<file path="config.mk">
export PLATFORM = sky130hd
export DESIGN_NAME = axis_byte_downsizer
export DESIGN_NICKNAME = d
export VERILOG_FILES = /design/src/rtl/axis_byte_downsizer.sv
export SDC_FILE = /design/constraint.sdc
export NUM_CORES = 1
export LEC_CHECK = 0
export CAP_MARGIN = 20
export CORE_ASPECT_RATIO = 0.8
export CORE_MARGIN = 10
export CORE_UTILIZATION = 50
export CTS_BUF_LIST = sky130_fd_sc_hd__clkbuf_4 sky130_fd_sc_hd__clkbuf_8 sky130_fd_sc_hd__clkbuf_16
export CTS_CLUSTER_SIZE = 12
export DETAILED_ROUTE_END_ITERATION = 10
export PLACE_DENSITY = 0.79
export SLEW_MARGIN = 20
export SYNTH_ARGS = -nofsm -noshare
export SYNTH_HDL_FRONTEND = slang
export SYNTH_SLANG_ARGS = --single-unit
</file>
<file path="constraint.sdc">
create_clock -name aclk -period 2.1 [get_ports aclk]
set_input_delay 0.42 -clock aclk [delete_from_list [all_inputs] [get_ports aclk]]
set_output_delay 0.42 -clock aclk [all_outputs]
set_load 0.05 [all_outputs]
</file>
<file path="src/rtl/axis_byte_downsizer.sv">
// axis_byte_downsizer: serialises wide AXI-Stream beats into one byte per beat.
// Null lanes are skipped. tlast marks the last kept byte of a tlast beat. Sideband
// fields are copied onto every byte taken from the same source beat. A beat with no
// kept lanes and tlast set produces one null terminator beat (tkeep=0).
module axis_byte_downsizer #(
    parameter int S_TDATA_BYTES = 4,
    parameter int TID_BITS      = 1,
    parameter int TDEST_BITS    = 1,
    parameter int TUSER_BITS    = 1
) (
    input  logic                       aclk,
    input  logic                       areset,
    input  logic                       s_tvalid,
    output logic                       s_tready,
    input  logic [8*S_TDATA_BYTES-1:0] s_tdata,
    input  logic [S_TDATA_BYTES-1:0]   s_tstrb,
    input  logic [S_TDATA_BYTES-1:0]   s_tkeep,
    input  logic                       s_tlast,
    input  logic [TID_BITS-1:0]        s_tid,
    input  logic [TDEST_BITS-1:0]      s_tdest,
    input  logic [TUSER_BITS-1:0]      s_tuser,
    output logic                       m_tvalid,
    input  logic                       m_tready,
    output logic [7:0]                 m_tdata,
    output logic                       m_tstrb,
    output logic                       m_tkeep,
    output logic                       m_tlast,
    output logic [TID_BITS-1:0]        m_tid,
    output logic [TDEST_BITS-1:0]      m_tdest,
    output logic [TUSER_BITS-1:0]      m_tuser
);

    localparam int NB = S_TDATA_BYTES;
    localparam logic [NB-1:0] ONE = NB'(1);

    typedef enum logic {
        EMPTY     = 1'b0,
        SERIALISE = 1'b1
    } state_t;

    state_t state_reg, state_next;
    logic   rdy_en_reg;

    // Holding register: one slave beat, keep_reg tracks the lanes not yet emitted
    logic [8*NB-1:0]       data_reg, data_next;
    logic [NB-1:0]         strb_reg, strb_next;
    logic [NB-1:0]         keep_reg, keep_next;
    logic                  last_reg, last_next;
    logic [TID_BITS-1:0]   id_reg, id_next;
    logic [TDEST_BITS-1:0] dest_reg, dest_next;
    logic [TUSER_BITS-1:0] user_reg, user_next;

    // Registered output stage
    logic                  out_valid_reg, out_valid_next;
    logic [7:0]            out_data_reg, out_data_next;
    logic                  out_strb_reg, out_strb_next;
    logic                  out_keep_reg, out_keep_next;
    logic                  out_last_reg, out_last_next;
    logic [TID_BITS-1:0]   out_id_reg, out_id_next;
    logic [TDEST_BITS-1:0] out_dest_reg, out_dest_next;
    logic [TUSER_BITS-1:0] out_user_reg, out_user_next;

    // Lane views of incoming and held data
    logic [7:0] in_lane   [NB];
    logic [7:0] hold_lane [NB];

    genvar gi;
    generate
        for (gi = 0; gi < NB; gi++) begin : g_lane
            assign in_lane[gi]   = s_tdata[8*gi +: 8];
            assign hold_lane[gi] = data_reg[8*gi +: 8];
        end
    endgenerate

    // Lowest remaining lane (one-hot) and what is left after emitting it
    logic [NB-1:0] in_first, in_rest, hold_first, hold_rest;
    assign in_first   = s_tkeep & (~s_tkeep + ONE);
    assign in_rest    = s_tkeep & ~in_first;
    assign hold_first = keep_reg & (~keep_reg + ONE);
    assign hold_rest  = keep_reg & ~hold_first;

    logic in_strb_sel, hold_strb_sel;
    assign in_strb_sel   = |(s_tstrb & in_first);
    assign hold_strb_sel = |(strb_reg & hold_first);

    // Handshake qualifiers. s_tready in SERIALISE only opens when the final held lane
    // moves to the output this cycle, so the next beat lands in the holding register
    // with no bubble. None of this looks at s_tvalid.
    logic out_free, accept, bypass, load_hold, load, in_emits;
    assign out_free  = !out_valid_reg || m_tready;
    assign s_tready  = rdy_en_reg &&
                       ((state_reg == EMPTY) || (out_free && (hold_rest == '0)));
    assign accept    = s_tvalid && s_tready;
    // From EMPTY with a free output the first lane goes straight to the output stage
    assign bypass    = accept && (state_reg == EMPTY) && out_free;
    assign load_hold = (state_reg == SERIALISE) && out_free;
    assign in_emits  = (s_tkeep != '0) || s_tlast;
    assign load      = (bypass && in_emits) || load_hold;

    // Pick the byte of the lowest remaining lane (zero for a null beat)
    logic [7:0] in_byte, hold_byte;
    always_comb begin
        in_byte   = '0;
        hold_byte = '0;
        for (int i = 0; i < NB; i++) begin
            if (in_first[i])
                in_byte = in_lane[i];
            if (hold_first[i])
                hold_byte = hold_lane[i];
        end
    end

    // Next state, holding register update and output stage load
    always_comb begin
        state_next     = state_reg;
        data_next      = data_reg;
        strb_next      = strb_reg;
        keep_next      = keep_reg;
        last_next      = last_reg;
        id_next        = id_reg;
        dest_next      = dest_reg;
        user_next      = user_reg;
        out_valid_next = out_valid_reg;
        out_data_next  = out_data_reg;
        out_strb_next  = out_strb_reg;
        out_keep_next  = out_keep_reg;
        out_last_next  = out_last_reg;
        out_id_next    = out_id_reg;
        out_dest_next  = out_dest_reg;
        out_user_next  = out_user_reg;

        if (load) begin
            out_valid_next = 1'b1;
            if (bypass) begin
                out_data_next = in_byte;
                out_strb_next = in_strb_sel;
                out_keep_next = (s_tkeep != '0);
                out_last_next = s_tlast && (in_rest == '0);
                out_id_next   = s_tid;
                out_dest_next = s_tdest;
                out_user_next = s_tuser;
            end else begin
                out_data_next = hold_byte;
                out_strb_next = hold_strb_sel;
                out_keep_next = (keep_reg != '0);
                out_last_next = last_reg && (hold_rest == '0);
                out_id_next   = id_reg;
                out_dest_next = dest_reg;
                out_user_next = user_reg;
            end
        end else if (m_tready) begin
            out_valid_next = 1'b0;
        end

        if (accept) begin
            data_next = s_tdata;
            strb_next = s_tstrb;
            last_next = s_tlast;
            id_next   = s_tid;
            dest_next = s_tdest;
            user_next = s_tuser;
            if (bypass) begin
                keep_next  = in_rest;
                state_next = (in_rest != '0) ? SERIALISE : EMPTY;
            end else begin
                // A held beat with no lanes but tlast set is the pending null terminator
                keep_next  = s_tkeep;
                state_next = in_emits ? SERIALISE : EMPTY;
            end
        end else if (load_hold) begin
            keep_next  = hold_rest;
            state_next = (hold_rest != '0) ? SERIALISE : EMPTY;
        end
    end

    // State, holding and output registers; reset discards any partial beat
    always_ff @(posedge aclk) begin
        if (areset) begin
            state_reg     <= EMPTY;
            rdy_en_reg    <= 1'b0;
            data_reg      <= '0;
            strb_reg      <= '0;
            keep_reg      <= '0;
            last_reg      <= 1'b0;
            id_reg        <= '0;
            dest_reg      <= '0;
            user_reg      <= '0;
            out_valid_reg <= 1'b0;
            out_data_reg  <= '0;
            out_strb_reg  <= 1'b0;
            out_keep_reg  <= 1'b0;
            out_last_reg  <= 1'b0;
            out_id_reg    <= '0;
            out_dest_reg  <= '0;
            out_user_reg  <= '0;
        end else begin
            state_reg     <= state_next;
            rdy_en_reg    <= 1'b1;
            data_reg      <= data_next;
            strb_reg      <= strb_next;
            keep_reg      <= keep_next;
            last_reg      <= last_next;
            id_reg        <= id_next;
            dest_reg      <= dest_next;
            user_reg      <= user_next;
            out_valid_reg <= out_valid_next;
            out_data_reg  <= out_data_next;
            out_strb_reg  <= out_strb_next;
            out_keep_reg  <= out_keep_next;
            out_last_reg  <= out_last_next;
            out_id_reg    <= out_id_next;
            out_dest_reg  <= out_dest_next;
            out_user_reg  <= out_user_next;
        end
    end

    assign m_tvalid = out_valid_reg;
    assign m_tdata  = out_data_reg;
    assign m_tstrb  = out_strb_reg;
    assign m_tkeep  = out_keep_reg;
    assign m_tlast  = out_last_reg;
    assign m_tid    = out_id_reg;
    assign m_tdest  = out_dest_reg;
    assign m_tuser  = out_user_reg;

endmodule

</file>
# Word level (Yosys, flattened, before mapping)
# Index checks and enable logic that the tools add are counted.
classes:
  addsub: 2
  mul: 0
  div_mod_pow: 0
  order_cmp: 0
  n_eq_ne: 0
  shift: 0
  n_mux: 27
  bitwise: 11
  n_reduce_logical: 24
ops:
  columns: ["op", "count"]
  rows:
  - ["two-way mux 8 bit", 9]
  - ["bitwise AND 4 bit", 6]
  - ["inverter 4 bit", 4]
  - ["nonzero test 4 bit", 4]
  - ["two-way mux 1 bit", 15]
  - ["two-way mux 4 bit", 3]
  - ["logical AND 1 bit", 9]
  - ["adder 4 x 1 -> 4 bit (second input constant)", 2]
  - ["zero test 4 bit", 2]
  - ["OR reduction 4 bit", 2]
  - ["logical OR 1 bit", 4]
  - ["nonzero test 2 bit", 2]
  - ["zero test 1 bit", 1]
  - ["inverter 1 bit", 1]
totals:
  ff_bits: 61
  latch_bits: 0
  ram_bits: 0
  romBits: 0
  out_inout_bits: 16
  mem_count: 0

# Logic depth before layout (Yosys ltp)
# Gate-level depths: netlist of the first run.
depth:
  depth_word: 15
  mapped_depth: 7
  depth_no_buf: 4

# Worst setup path after synthesis of the first run
# Ideal clock, no wire load.
synth_timing:
  path_kind: "register -> output"
  start: "reg out_valid_reg (netlist: m_tvalid)"
  end: "out s_tready"
  arrival_ps: 1903
  required_ps: 1680
  setup_slack_ps: -223
  path_stages_with_launch: 6
  path_buffers: 2
  cell_sequence: "dfxtp_1 -> nor2b_1 -> clkbuf_1 -> a21oi_1 -> clkbuf_1 -> o21a_1"
synth_between:
  elab_chain_cells: 5
synth_lines:
  columns: ["element", "line_no", "rtl"]
  rows:
  - ["start, declared", "54", "logic out_valid_reg, out_valid_next;"]
  - ["start signal, assigned", "206", "out_valid_reg <= out_valid_next;"]
  - ["zero test 1 bit", "90", "assign out_free = !out_valid_reg || m_tready;"]
  - ["logical OR 1 bit", "90", null]
  - ["logical AND 1 bit", "92", "((state_reg == EMPTY) || (out_free && (hold_rest == '0)));"]
  - ["logical OR 1 bit", "92", null]
  - ["logical AND 1 bit", "91", "assign s_tready = rdy_en_reg &&"]
  - ["end, declared", "14", "output logic s_tready,"]
# Every way passes these cells.

# Final worst setup path of the first run
layout_timing:
  start: "reg keep_reg[1]"
  end: "out s_tready"
layout_between:
  elab_chain_cells: 9
layout_lines:
  columns: ["element", "line_no", "rtl"]
  rows:
  - ["start, declared", "47", "logic [NB-1:0] keep_reg, keep_next;"]
  - ["start signal, assigned", "201", "keep_reg <= keep_next;"]
  - ["inverter 4 bit", "79", "assign hold_first = keep_reg & (~keep_reg + ONE);"]
  - ["adder 4 x 1 -> 4 bit", "79", null]
  - ["bitwise AND 4 bit", "79", null]
  - ["inverter 4 bit", "80", "assign hold_rest = keep_reg & ~hold_first;"]
  - ["bitwise AND 4 bit *", "80", null]
  - ["zero test 4 bit *", "92", null]
  - ["logical AND 1 bit *", "92", null]
  - ["logical OR 1 bit *", "92", null]
  - ["logical AND 1 bit *", "91", null]
# Every way passes the cells marked *; elsewhere a longest branch is shown, timed or not.

==> results.toml, run 1 <==
[global_route]
grt_use_total_pct = 22.5
grt_overflow_total = 0
antenna_found_initial = 0
grt_pass1_wl_um = 18200
grt_start_max_net_pins = 39
grt_pass1_vias = 3513

[cells_and_area]
antenna_cells = 0
drive_gt1_share_pct = 13.7
fin_cells = 574
largest_reg_flops = 32
areaGrowthSynthToFinish_pct = 32.1
design_area_mm2 = 0.00428
fin_nets = 533

[timing]
tightest_slew_ns = 0.516
fmax_mhz = 496
finalCriticalPeriod_ns = 2.02
period_share_pct = 96.1
final_max_slew_viol_count = 0
rsz0062_at_grt = "no"
hold_viol_final = 0
clock_skew_ns = 0.00632
finalSetupViolCount = 0
max_slew_margin_pct = 65.5
setup_slack_ns = 0.0824

[placement]
portBuffers = 63
place_area_mm2 = 0.00407
dpl_worst_slack_ns = -0.0318
gp_congestion = 0.962
placedCellCount = 556
hpwlAfterDp_um = 7790

[clocking]
root_buffer = "clkbuf_8"
cts.sinks = 61
cts_htree_levels = 3
path_clk_slew_ns = 0.07
clk_latency_ns = 0.35
numCtsBuffers = 9
cts_tree = "built"
hold_buffers = 0
clockBufferDepth = 2

[logic_synthesis]
synthCells = 422
synthTopCellsByCount = "a21oi_1 (75), dfxtp_1 (61), o21ai_0 (59), clkbuf_1 (45), o211ai_1 (34)"
ys_seq_elements = 61
synth_edf_count = 0
synth_area_leaders = "dfxtp_1 (38%), a21oi_1 (12%), o21ai_0 (9.1%), o211ai_1 (7.9%), clkbuf_1 (5.2%)"
avgSynthCellArea_um2 = 7.68
ys_warn_count = 0
yosys.area.top_type_share_pct = 37.7
async_reset_ff_share_pct = 0
netlist_area_mm2 = 0.00324
synth_most_common_cell = "a21oi_1"
ys_seq_area_share_pct = 37.7
synth_nets = 470
synth_ff_type = "dfxtp_1"
yosysTopAreaCell = "dfxtp_1"
synth_cell_types = 37

[route]
via_per_inst = 6.48
wl_per_cell_um = 20.2
drc = 0
dr.pass1.iters = 5
routed-via-count = 3720
drtIter0Drc = 390
ant_nets = 0
wl_um = 11600

[critical_path]
cp_slowest_stage_delay_ns = 0.41
r2r-end = "data_reg[11]"
cp.required_ns = 1.68
reg2regPathDepth = 5
crit_path_start_kind = "flop"
ff2ff_setup_slack_ns = 0.28
worstPathArrival_ns = 1.60
cp.depth = 4
crit_end = "s_tready"
slowest_stage = "dfxtp_1"
cp.buffers_inverters = 1
critPathTopFamily = "compound AO/OA/AOI/OAI gates"
path_class = "flop to primary output"
cp_max_fo = 9
timing.rr.start = "keep_reg[1]"
crit_path_end_kind = "primary output"
startpoint = "keep_reg[1]"
path_cells = "a211o_1 > a21oi_2 > o21a_2 > buf_4"

[power_and_ir_drop]
leakagePower_nw = 1.47
vdd_drop_max_v = 0.000383
power.density_mw_per_mm2 = 684
power_mw = 2.93

[floorplanning]
die_w_um = 110
fp.dieH_um = 92.0
core-area_mm2 = 0.00634
std_cell_rows = 26
die_area_mm2 = 0.0101
initial_utilization_pct = 51.1
pin_count = 64

[worst_hold_path]
min_path_type = "flop to flop"
min_path_cells = 2

[status]
status = "finished clean"

[job]
maxCapViolCount = 0
==> metrics by stage <==
step	utilization [%]	hold slack, ns	setup TNS (ns)
finish	67.5	0.476	0
floorplan	-	0.454	0
global placement	64.1	0.461	0
global route	67.5	0.494	0
detailed placement	64.1	0.467	-0.0742
CTS	67.2	0.476	0
==> cell families (layout without fill, tap and decap cells) <==
family,after synthesis,after routing,share of synthesized area (%)
buffers and inverters,67,135,8.30
AND/OR/NAND/NOR,77,77,12.5
adder cells (fa/ha/maj),1,1,0.309
flip-flops,61,61,37.7
AO/OA/AOI/OAI,216,216,41.2
==> where the power goes <==
part	switching, mW	internal, mW
Clock	0.503	0.559
Sequential	0.0394	1.22
Combinational	0.357	0.255
==> cells in the final DEF, fill, tap and decap left out, types with 3 or more instances in the layout <==
| master | count |
|---|---|
| a21oi_1 | 74 |
| clkdlybuf4s50_1 | 62 |
| o21ai_0 | 58 |
| dfxtp_1 | 57 |
| buf_4 | 38 |
| o211ai_1 | 34 |
| nand2_1 | 29 |
| inv_1 | 18 |
| or3_1 | 14 |
| o221ai_1 | 9 |
| nand3b_1 | 9 |
| clkbuf_8 | 9 |
| a22oi_1 | 7 |
| a32o_1 | 7 |
| a311oi_1 | 6 |
| nor2_1 | 5 |
| o31ai_1 | 4 |
| dfxtp_2 | 4 |
| nor3_1 | 3 |
| nand2b_1 | 3 |
| or2_2 | 3 |
| nand3_1 | 3 |
| a221oi_1 | 3 |
==> worst reg2reg max path: cells and delay by family, from the launching register on <==
family                 cells  cell delay [ns]
buffers and inverters      1             0.23
DFF                        1             0.41
and+or+nand+nor            3             1.00
AOI/OAI and AO/OA          1             0.13
==> layer usage <==
| metal | part of all wire (%) | GRT usage, % | vias up |
|---|---|---|---|
| met5 | 0 | 0 | - |
| met4 | 1.5 | 6.17 | 0 |
| met3 | 10 | 6.64 | 29 |
| met2 | 47 | 34.9 | 229 |
| met1 | 41 | 29.5 | 1754 |
| li1 | - | - | 1708 |
==> how the worst min path moves through the flow <==
stage                      start            to  slack [ns]
floorplan            data_reg[7]   data_reg[7]        0.45
CTS                 data_reg[30]  data_reg[30]        0.48
global route        data_reg[12]  data_reg[12]        0.49
finish              data_reg[12]  data_reg[12]        0.48
detailed placement  data_reg[12]  data_reg[12]        0.47
global placement    data_reg[19]  data_reg[19]        0.46
==> layout make-up <==
class                           instances  area [um^2]
Sequential cell                        61         1230
Clock inverter                          6         63.8
Multi-Input combinational cell        294         1760
Clock buffer                           10          131
Tap cell                               84          105
Timing Repair Buffer                  101          926
Fill cell                             541         2060
Inverter                               18         67.6
==> what timing repair did <==
| action | 4_1_cts | 5_1_grt |
|---|---|---|
| setup endpoints to repair | 0 | 1 |
| resized for setup | 0 | 4 |
| endpoints found under the hold margin | 0 | 0 |
| setup buffers | 0 | 2 |
(Power assumes the default switching activity.)
==> run 2: changes to the inputs <==
Settings changed: PLACE_DENSITY 0.79 to not set, PLACE_DENSITY_LB_ADDON set to 0.15.
==> results.toml, run 2 (synthesis results as in run 1) <==
[status]
status = "finished clean"

[power_and_ir_drop]
pwr-share-clk_pct = 33.2
vdd_drop_max_v = 0.000402
leakagePower_nw = 1.49
power.density_mw_per_mm2 = 654
p_int_mw = 1.91
p_sw_share_pct = 32.0
combPwrFrac_pct = 22.1
power_mw = 2.81
p_seq_share_pct = 44.7
switching_power_mw = 0.901

[cells_and_area]
multiInputGateArea_mm2 = 0.00176
antenna_cells = 0
seq_area_mm2 = 0.00122
fin_cells = 577
layout_commonest_cell = "a21oi_1"
largest_reg_flops = 32
fillers = 554
design_area_mm2 = 0.00430
areaGrowthSynthToFinish_pct = 32.7
most-common-layout-cells = "a21oi_1 (74), clkdlybuf4s50_1 (61), dfxtp_1 (60), o21ai_0 (58), buf_4 (38)"
fin_nets = 536
drive_gt1_share_pct = 13.6

[placement]
place_area_mm2 = 0.00412
placedCellCount = 561
hpwlAfterDp_um = 7710
gp_congestion = 0.919
portBuffers = 63

[timing]
period_share_pct = 97.0
hold_viol_final = 0
fmax_mhz = 491
max_slew_margin_pct = 65.9
final_max_slew_viol_count = 0
finalCriticalPeriod_ns = 2.04
finalSetupViolCount = 0
whs_ns = 0.460
rsz0062_at_grt = "no"
tightest_slew_ns = 0.509
clock_skew_ns = 0.0124

[global_route]
grt_use_total_pct = 22.0
grt_pass1_wl_um = 18000
antenna_found_initial = 0
grt_start_max_net_pins = 39
grt_overflow_total = 0
grt_pass1_vias = 3442

[clocking]
numCtsBuffers = 9
path_clk_slew_ns = 0.07
cts_setup_buffers = 0
cts.sinks = 61
cts_tree = "built"
clk_latency_ns = 0.35
clockBufferDepth = 2
root_buffer = "clkbuf_8"
cts_htree_levels = 3

[critical_path]
critPathTopFamily = "compound AO/OA/AOI/OAI gates"
cp.required_ns = 1.68
worstPathArrival_ns = 1.62
cp_max_fo = 6
slowest_stage = "dfxtp_1"
crit_path_start_kind = "flop"
crit_path_end_kind = "primary output"
path_class = "flop to primary output"
cp_slowest_stage_delay_ns = 0.34
cp.buffers_inverters = 2
path_cells = "buf_4 > a211o_1 > a21oi_2 > o21a_2 > buf_6"

[route]
highest_layer = "met4"
met2_length_um = 5230
via_per_inst = 6.40
routed-wl-met3_um = 1050
drtIter0Drc = 444
routed-via-count = 3694
wl_met1_um = 4890
wl_per_cell_um = 19.6
dr.pass1.iters = 6
wl_um = 11300
drc = 0
ant_nets = 0

[floorplanning]
initial_utilization_pct = 51.1
pin_count = 64
die_w_um = 110
die_area_mm2 = 0.0101
std_cell_rows = 26
core-area_mm2 = 0.00634
fp.dieH_um = 92.0

[worst_hold_path]
min_path_type = "primary input to flop"

[job]
maxCapViolCount = 0
==> run 2: cell types whose count changed in the layout (fill, tap and decap cells not counted), moves of 2 or more <==
cell / change
dfxtp_1: +3
dfxtp_2: -3
buf_12: +2
inv_6: +2
==> run 2: repair_timing <==
item                                    in CTS  in global routing
gates resized for setup                      0                  1
hold buffers                                 0                  0
endpoints found under the setup margin       0                  1
endpoints found under the hold margin        0                  0
==> run 2: power by group through the flow <==
| stage | combinational [mW] | sequential, mW | clock, mW |
|---|---|---|---|
| 3_5_place_dp | 0.609 | 1.28 | 0 |
| 2_1_floorplan | 0.262 | 1.34 | 0 |
| 6_report | 0.622 | 1.26 | 0.933 |
| 4_1_cts | 0.612 | 1.25 | 0.939 |
| 3_3_place_gp | 0.604 | 1.28 | 0 |
| 5_1_grt | 0.662 | 1.26 | 0.989 |
==> run 2: worst register-to-register path: stages (launching register included) <==
cell and delay, ns:
dfxtp_1 0.42, or3_1 0.38, and4b_1 0.27, buf_12 0.18
or3_1 0.38, a21oi_1 0.16
==> run 2: layout make-up <==
cell class / instances / share of cell area, %
sequential: 61 / 28.4
multi-input combinational: 294 / 40.9
clock inverter: 7 / 1.13
clock buffer: 9 / 2.88
timing repair buffer: 104 / 22.6
inverter: 18 / 1.57
tap: 84 / 2.44
==> run 2: per-stage QoR <==
stage | setup TNS [ns] | util (%) | worst slack (ns)
3_5_place_dp | -0.00472 | 65.0 | -0.00472
6_report | 0 | 67.8 | 0.0634
3_3_place_gp | 0 | 65.0 | 0.00830
5_1_grt | 0 | 67.8 | 0.00709
2_1_floorplan | 0 | - | 0.0166
4_1_cts | 0 | 67.7 | 0.0236
==> run 2: per-layer routing <==
| layer | global-route usage [%] | vias up |
|---|---|---|
| li1 | - | 1711 |
| met1 | 30.2 | 1753 |
| met2 | 33.6 | 213 |
| met3 | 5.45 | 17 |
| met4 | 5.52 | 0 |
| met5 | 0 | - |
==> run 2: path summary, 6_finish.rpt <==
check              startpoint            to  slack, ns  depth (start not counted)
hold / removal         areset      user_reg       0.46                          2
hold reg to reg   data_reg[9]   data_reg[9]       0.47                          2
setup reg to reg  keep_reg[1]  data_reg[15]       0.23                          5
setup / recovery  keep_reg[3]      s_tready       0.06                          5
==> run 3: changes to the inputs <==
Settings changed: CORE_UTILIZATION 50 to 52.
==> results.toml, run 3 (synthesis results as in run 1) <==
[placement]
portBuffers = 63
gp_congestion = 0.920
hpwlAfterDp_um = 7780
placedCellCount = 560

[critical_path]
slowest_stage = "clkdlybuf4s50_1"
critPathTopFamily = "buffers and inverters"
cp.buffers_inverters = 3
worstPathArrival_ns = 1.57
crit_path_end_kind = "primary output"
crit_path_start_kind = "primary input"
path_cells = "clkdlybuf4s50_1 > nor2b_1 > buf_4 > a21oi_2 > o21a_2 > buf_8"
cp_slowest_stage_delay_ns = 0.47
cp_max_fo = 10
cp.required_ns = 1.68
path_class = "primary input to primary output"

[clocking]
clockBufferDepth = 2
numCtsBuffers = 9
path_clk_slew_ns = 0.07
cts_tree = "built"
cts_htree_levels = 3
cts.sinks = 61
clk_latency_ns = 0.35
root_buffer = "clkbuf_8"

[cells_and_area]
drive_gt1_share_pct = 14.5
fin_cells = 578
fillers = 502
antenna_cells = 0
layout_commonest_cell = "a21oi_1"
fin_nets = 540
areaGrowthSynthToFinish_pct = 34.4
largest_reg_flops = 32
most-common-layout-cells = "a21oi_1 (74), clkdlybuf4s50_1 (61), dfxtp_1 (59), o21ai_0 (58), buf_4 (43)"

[power_and_ir_drop]
power_mw = 2.98
power.density_mw_per_mm2 = 685
vdd_drop_max_v = 0.000347
leakagePower_nw = 1.52

[timing]
finalCriticalPeriod_ns = 1.99
rsz0062_at_grt = "no"
clock_skew_ns = 0.0120
finalSetupViolCount = 0
fmax_mhz = 502
final_max_slew_viol_count = 0
whs_ns = 0.458
max_slew_margin_pct = 65.3
period_share_pct = 94.8
tightest_slew_ns = 0.519
tns_ns = 0
hold_viol_final = 0

[global_route]
grt_use_total_pct = 22.9
grt_start_max_net_pins = 47
antenna_found_initial = 0
grt_pass1_wl_um = 18300
grt_pass1_vias = 3476
grt_overflow_total = 0

[route]
wl_per_cell_um = 19.4
via_per_inst = 6.43
met2_length_um = 5050
highest_layer = "met4"
drc = 0
wl_um = 11200
routed-wl-met3_um = 1150
drtIter0Drc = 390
routed-via-count = 3714
ant_nets = 0
wl_met1_um = 4930
dr.pass1.iters = 5

[floorplanning]
pin_count = 64
die_area_mm2 = 0.00981
die_w_um = 108
std_cell_rows = 25
core-area_mm2 = 0.00597
fp.dieH_um = 90.6
initial_utilization_pct = 54.3

[job]
maxCapViolCount = 0

[status]
status = "finished clean"

[worst_hold_path]
min_path_type = "primary input to flop"
-- run 3: changes by cell type in the layout (fill, tap and decap cells not counted), sizes merged --
cell | previous run | this run
buf | 43 | 47
clkbuf | 9 | 11
clkinv | 4 | 2
bufinv | 0 | 1
inv | 20 | 19
-- run 3: area by class of cell --
cell class / count / area, um^2 / share of cell area, %
Tap cell: 81 / 101 / 2.33
Inverter: 18 / 67.6 / 1.55
Multi-Input combinational cell: 294 / 1760 / 40.4
Clock buffer: 11 / 151 / 3.48
Sequential cell: 61 / 1230 / 28.1
Timing Repair Buffer: 108 / 993 / 22.8
Clock inverter: 5 / 56.3 / 1.29
-- run 3: where the power goes --
part | total [mW] | internal (mW) | switching, mW
clock network | 1.10 | 0.612 | 0.489
registers | 1.25 | 1.22 | 0.0364
logic | 0.630 | 0.270 | 0.359
total | 2.98 | 2.10 | 0.884
-- run 3: final timing paths --
path / start / end / slack (ns) / depth (start not counted)
worst max-delay path: m_tready / s_tready / 0.11 / 6
worst min-delay path: areset / data_reg[24] / 0.46 / 2
worst max register to register: keep_reg[3] / keep_reg[1] / 0.18 / 6
worst min register to register: m_tdata[6] / m_tdata[6] / 0.48 / 2
-- run 3: stage by stage --
step / utilization [%] / instance area, um^2 / setup WS [ns]
2_1_floorplan: - / 3240 / 0.0166
3_3_place_gp: 69.0 / 4120 / 0.00492
3_5_place_dp: 69.0 / 4120 / -0.0376
4_1_cts: 72.5 / 4330 / 0.0132
5_1_grt: 72.9 / 4360 / 0.0455
6_report: 72.9 / 4360 / 0.108
-- run 3: repair_timing --
item	4_1_cts	5_1_grt
setup buffers	0	3
hold buffers	0	0
setup endpoints to repair	1	1
pin swaps	0	3
resized for setup	1	3
-- run 3: worst register-to-register path, cell delays in order (launching register included) --
cell     delay, ns
dfxtp_4       0.37
buf_4         0.15
or3_1         0.35
and4b_1       0.25
buf_12        0.18
or3_1         0.41
a21oi_1       0.14
-- run 3: per-layer routing --
layer | vias up | track usage [%]
li1 | 1718 | -
met2 | 212 | 33.5
met1 | 1770 | 31.4
met4 | 0 | 6.14
met3 | 14 | 6.92
met5 | - | 0
